$ cat config.mk
export PLATFORM = sky130hd
export DESIGN_NAME = mem_arb
export DESIGN_NICKNAME = d
export VERILOG_FILES = /design/src/rtl/mem_arb.sv
export SDC_FILE = /design/constraint.sdc
export NUM_CORES = 1
export LEC_CHECK = 0
export CAP_MARGIN = 20
export CORE_AREA = 2 2 169 171
export CTS_CLUSTER_SIZE = 20
export DETAILED_ROUTE_END_ITERATION = 10
export DIE_AREA = 0 0 171 173
export HOLD_SLACK_MARGIN = 0.08
export PLACE_DENSITY_LB_ADDON = 0.1
export SLEW_MARGIN = 5
export SYNTH_ARGS = -nofsm -noshare
export SYNTH_HDL_FRONTEND = slang
export SYNTH_SLANG_ARGS = --single-unit
$ cat constraint.sdc
create_clock -name clk -period 3.65 [get_ports clk]
set_input_delay 0.73 -clock clk [delete_from_list [all_inputs] [get_ports clk]]
set_output_delay 0.73 -clock clk [all_outputs]
set_load 0.01 [all_outputs]
$ cat src/rtl/mem_arb.sv
// Arbitrates the single RAM port between loader writes, instruction fetch and data access,
// routing read data back by owner. Optional round-robin arbitration: define MEM_ARB_RR_EN.
module mem_arb #(
  parameter int AW     = 32,
  parameter int DW     = 32,
  parameter int RD_LAT = 1
) (
  input  logic          clk,
  input  logic          reset,
  input  logic          ld_wen,
  input  logic [AW-1:0] ld_addr,
  input  logic [DW-1:0] ld_wdata,
  input  logic          if_req,
  input  logic [AW-1:0] if_addr,
  output logic          if_gnt,
  output logic          if_rvalid,
  output logic [DW-1:0] if_rdata,
  input  logic          d_req,
  input  logic          d_wen,
  input  logic [3:0]    d_wstrb,
  input  logic [AW-1:0] d_addr,
  input  logic [DW-1:0] d_wdata,
  output logic          d_gnt,
  output logic          d_rvalid,
  output logic [DW-1:0] d_rdata,
  output logic          ram_wen,
  output logic [AW-1:0] ram_addr,
  output logic [DW-1:0] ram_wdata,
  output logic [3:0]    ram_wstrb,
  input  logic [DW-1:0] ram_rdata,
  output logic [31:0]   cnt_if_gnt,
  output logic [31:0]   cnt_d_gnt,
  output logic [31:0]   cnt_stall
);

  localparam logic OWN_IF = 1'b0;
  localparam logic OWN_D  = 1'b1;

  logic              d_wins;
  logic              rd_gnt;
  logic              rd_own;
  logic              stall_evt;
  logic              rsp_vld;
  logic              rsp_own;
  logic [RD_LAT-1:0] tag_vld_q;
  logic [RD_LAT-1:0] tag_own_q;
  logic [31:0]       cnt_if_q;
  logic [31:0]       cnt_d_q;
  logic [31:0]       cnt_stall_q;

`ifdef MEM_ARB_RR_EN
  // 1 = data won the most recent grant; on a tie the other requester goes next.
  logic last_d_q;

  always_ff @(posedge clk) begin
    if (!reset) begin
      last_d_q <= 1'b1;
    end else if (if_gnt) begin
      last_d_q <= 1'b0;
    end else if (d_gnt) begin
      last_d_q <= 1'b1;
    end
  end

  assign d_wins = d_req && (!if_req || !last_d_q);
`else
  assign d_wins = d_req;
`endif

  always_comb begin
    if_gnt    = 1'b0;
    d_gnt     = 1'b0;
    ram_wen   = 1'b0;
    ram_addr  = '0;
    ram_wdata = '0;
    ram_wstrb = 4'b0000;
    if (reset) begin
      if (ld_wen) begin
        ram_wen   = 1'b1;
        ram_addr  = ld_addr;
        ram_wdata = ld_wdata;
        ram_wstrb = 4'b1111;
      end else if (d_wins) begin
        d_gnt     = 1'b1;
        ram_wen   = d_wen;
        ram_addr  = d_addr;
        ram_wdata = d_wen ? d_wdata : '0;
        ram_wstrb = d_wen ? d_wstrb : 4'b0000;
      end else if (if_req) begin
        if_gnt   = 1'b1;
        ram_addr = if_addr;
      end
    end
  end

  // Only reads enter the tag pipe; stores and loader writes complete at the grant edge.
  assign rd_gnt = if_gnt || (d_gnt && !d_wen);
  assign rd_own = d_gnt ? OWN_D : OWN_IF;

  always_ff @(posedge clk) begin
    if (!reset) begin
      tag_vld_q <= '0;
      tag_own_q <= '0;
    end else begin
      tag_vld_q[0] <= rd_gnt;
      tag_own_q[0] <= rd_own;
      for (int i = 1; i < RD_LAT; i++) begin
        tag_vld_q[i] <= tag_vld_q[i-1];
        tag_own_q[i] <= tag_own_q[i-1];
      end
    end
  end

  // Gating with reset keeps a response landing in a reset cycle from escaping.
  assign rsp_vld   = tag_vld_q[RD_LAT-1] && reset;
  assign rsp_own   = tag_own_q[RD_LAT-1];
  assign if_rvalid = rsp_vld && (rsp_own == OWN_IF);
  assign d_rvalid  = rsp_vld && (rsp_own == OWN_D);
  assign if_rdata  = if_rvalid ? ram_rdata : '0;
  assign d_rdata   = d_rvalid ? ram_rdata : '0;

  assign stall_evt = (if_req && !if_gnt) || (d_req && !d_gnt);

  always_ff @(posedge clk) begin
    if (!reset) begin
      cnt_if_q    <= '0;
      cnt_d_q     <= '0;
      cnt_stall_q <= '0;
    end else begin
      cnt_if_q    <= cnt_if_q + {31'b0, if_gnt};
      cnt_d_q     <= cnt_d_q + {31'b0, d_gnt};
      cnt_stall_q <= cnt_stall_q + {31'b0, stall_evt};
    end
  end

  assign cnt_if_gnt = cnt_if_q;
  assign cnt_d_gnt  = cnt_d_q;
  assign cnt_stall  = cnt_stall_q;

endmodule
**Yosys cells after proc, flatten, opt, wreduce, memory -nomap -nowiden**

Cells that the tools add are included.

- Register bits after elaboration: 98
- Input bits: 202
- Output and inout port bits: 233

- Add/sub/neg operators: 3
- Mux-type cells: 25
- Bitwise operators: 1
- Reduce and logical (&&, ||, !) cells: 11

Operator list:

| kind | number |
|---|---|
| $mux W32 | 10 |
| $add A32 B1 Y32 | 3 |
| $mux W4 | 4 |
| $mux W1 | 11 |
| $logic_and A1 B1 Y1 | 6 |
| $logic_not A1 Y1 | 3 |
| $logic_or A1 B1 Y1 | 2 |
| $not A1 Y1 | 1 |

**Logic depth before layout (Yosys ltp)**

- Depth after elaboration: 8
- Depth in mapped cells: 11

**Worst setup path before layout**

Ideal clock, no wire load.

- Path type: input port to flip-flop
- Start: input port d_req
- End: register cnt_if_q[22] (netlist: cnt_if_gnt[22])
- Arrival: 3177 ps
- Data required time: 3578 ps
- Slack: 401 ps
- Stages: 11
- Path through: clkbuf_1 nor2b_1 clkbuf_1 nor2b_1 ha_1 ha_1 nand2_1 or3_1 buf_2 nor4_1 mux2i_1

- Word-level cells in the longest chain between the ends: 4

RTL lines:

| item | line | source |
|---|---|---|
| start: declaration | 18 | `input logic d_req,` |
| $mux W1 | 83 | `end else if (d_wins) begin` |
| $mux W1 | 78 | `if (ld_wen) begin` |
| $mux W1 | 77 | `if (reset) begin` |
| named net if_gnt | 15 | `output logic if_gnt,` |
| $add A32 B1 Y32 | 130 | `cnt_if_q <= cnt_if_q + {31'b0, if_gnt};` |
| end signal: assignment | 130 |  |
| end: declaration | 47 | `logic [31:0] cnt_if_q;` |

The timed path passes the listed nets, and every way through them passes these cells.
A chain may end at the register's enable or synchronous reset.

**Worst setup path after layout**

- Start: input port d_req
- End: output port ram_addr[22]

- Word-level cells in the longest chain between the ends: 3

RTL lines:

| item | line | source |
|---|---|---|
| $mux W32 | 83 |  |
| $mux W32 | 78 |  |
| $mux W32 | 77 |  |
| end: declaration | 27 | `output logic [AW-1:0] ram_addr,` |

No other way between the ends.

==> impl_metrics.yaml <==
status:
  status: "complete, no violations"
run:
  cap_violations: 0
cts:
  cts_inserted_buffers: 9
  clkLatencyLatePin_ns: 0.36
  clk_pin_slew_ns: 0.09
  ctsHoldBuffers: 0
  postCtsSetupBuffers: 0
  cts_resized: 0
  cts_sinks: 98
  htree_levels: 3
  tritoncts: "yes"
  cts-root-buf: "clkbuf_16"
  clockBufferDepth: 2
synth:
  synth_area_per_cell_um2: 7.628
  syn_inst: 807
  synth_common_cells: "dfxtp_1, nor2_1, and2_1, clkbuf_1, a21oi_1"
  ys_top_cells_by_area: "dfxtp_1, and2_1, nor2_1, a221oi_1, or4_1"
  synth_top_area_share_pct: 31.87
  synth.most_common_cell: "dfxtp_1"
  synth_edf_count: 0
  yosysSeqAreaShare_pct: 31.87
  yosys_warnings: 0
  synth.distinct_cells: 36
  synth_flop_cell: "dfxtp_1"
  yosys_register_bits: 98
  yosysTopAreaCell: "dfxtp_1"
  async_reset_ff_share_pct: 0
  synth_nets: 1015
  synth_area_um2: 6156
pwr:
  finalPower_uw: 2715
  p_per_area_nw_per_um2: 238.5
  p_leak_uw: 0.003818
  ir_drop_v: 0.0002155
detailed_routing:
  postRouteAntennaNets: 0
  vias: 7546
  drtIter0Drc: 280
  drc: 0
  drt-total-wl_mm: 28.95
  dr.pass1.iters: 4
  post_drt_wl_per_cell_um: 18.00
  via_per_inst: 4.693
finish:
  area_growth_pct: 84.96
  insertedDiodeCount: 0
  fin_util_pct: 41.21
  fin_nets: 1433
  final_area_um2: 11390
  drive_gt1_share_pct: 4.715
placed_design:
  place.port_buffers: 434
  gp_congestion: 0.8063
  postPlaceCellArea_um2: 11060
  post-dp-hpwl_mm: 23.64
timing:
  clock.fmax_mhz: 285.3
  hold_slack_ns: 0.4814
  rsz0062_at_grt: "no"
  finalSetupViolCount: 0
  finalCritPeriodShare_pct: 96.02
  slew_violations: 0
  tightest_slew_ns: 0.5434
  fin_crit_ns: 3.505
  finalClockSkew_ns: 0.01824
  tns_ns: 0
  relSlewSlack_pct: 63.77
  finalHoldViolations: 0
min_path:
  hold_path.class: "flip-flop to flip-flop"
worst_setup_path:
  arrival_ns: 2.77
  cp-end-kind: "output pin"
  startpoint_type: "input port"
  criticalPathCategory: "input port to output pin"
  path_max_fanout: 17
  critPathRequiredTime_ns: 2.92
grt:
  grt_pass1_vias: 7271
  grt_overflow_total: 0
  grt_usage_pct: 18.66
  grt_pass1_wl_mm: 42.65
  antenna_found_initial: 1
  grt_max_degree: 103
die:
  dieWidth_um: 171
  chipHeight_um: 173
  num_io_pins: 435
  initial_core_util_pct: 22.28
  rows: 61
  core_um2: 27630
  die_area_um2: 29580
cells in the final DEF, fill, tap and decap left out, types with 6 or more instances in the layout:
| master | synthesis | routed |
|---|---|---|
| and2_1 | 73 | 73 |
| o21ai_1 | 9 | 9 |
| nand4_1 | 24 | 24 |
| nor3_1 | 38 | 38 |
| nor4_1 | 8 | 8 |
| a22oi_1 | 25 | 25 |
| buf_4 | 0 | 29 |
| nand3_1 | 31 | 31 |
| nand2_1 | 41 | 41 |
| mux2i_1 | 11 | 11 |
| buf_12 | 0 | 6 |
| inv_1 | 14 | 14 |
| and3_1 | 10 | 10 |
| or3_1 | 21 | 21 |
| xnor2_1 | 16 | 16 |
| clkbuf_16 | 0 | 9 |
| nand2b_1 | 6 | 6 |
| a21oi_1 | 51 | 51 |
| ha_1 | 6 | 6 |
| dfxtp_1 | 98 | 98 |
| o31ai_1 | 32 | 32 |
| or4_1 | 37 | 37 |
| nor2b_1 | 34 | 33 |
| a221oi_1 | 32 | 32 |
| nor2_1 | 79 | 79 |
| o21ai_0 | 9 | 9 |
| and4_1 | 10 | 10 |
| xor2_1 | 19 | 19 |
| clkdlybuf4s50_1 | 0 | 433 |
routing by layer:
metal  global-route usage [%]  part of all wire, %
met2                    35.77                   52
met3                    5.287                  7.8
met4                    5.508                  2.3
met1                    19.36                   38
met5                        0                0.055
stage by stage:
step           setup slack, ns  cells
6_report                0.1452   1608
5_1_grt               0.003741   1608
4_1_cts                0.05836   1608
3_5_place_dp           0.06108   1592
3_3_place_gp           0.09329   1592
2_1_floorplan           0.4012    807
critical path, stage by stage:
cell and delay (ns):
clkdlybuf4s50_1 0.55, nor2b_2 0.06, buf_4 0.15, buf_12 0.14, a221oi_1 0.48, nor3_1 0.12
clkdlybuf4s50_1 0.53
state kept, by name (all words and copies together), names as in the netlist:
name,cells
cnt_stall,32
cnt_if_gnt,32
rsp_own,1
tag_vld_q,1
cnt_d_gnt,32
cell type report:
cell class,instances,area [um^2]
Clock buffer,10,239.0
Clock inverter,6,83.83
Fill cell,2849,16240
Inverter,15,58.81
Multi-Input combinational cell,632,3892
Sequential cell,98,1962
Tap cell,378,473.0
Timing Repair Buffer,469,4677
kinds of logic (layout without fill, tap and decap cells):
logic type,after synthesis,count (layout),synth area share (%)
AO/OA/AOI/OAI,161,161,17.48
XOR/XNOR,35,35,4.980
flip-flops,98,98,31.87
adder cells (fa/ha/maj),7,7,1.382
multiplexers,11,11,1.789
buffers and inverters,77,500,4.939
AND/OR/NAND/NOR,418,418,37.56
report_power, final:
| group | internal [uW] | switching [uW] |
|---|---|---|
| combinational | 363 | 230 |
| sequential | 1070 | 7.39 |
| clock | 567 | 474 |
path summary, 6_finish.rpt:
kind,from,cells past startpoint,slack [ns],end
setup / recovery,d_req,7,0.15,ram_addr[22]
hold / removal,cnt_d_gnt[31],2,0.48,cnt_d_gnt[31]
setup reg to reg,cnt_if_gnt[2],4,1.34,cnt_if_gnt[31]
hold reg to reg,cnt_d_gnt[31],2,0.48,cnt_d_gnt[31]
(Power assumes the default switching activity.)
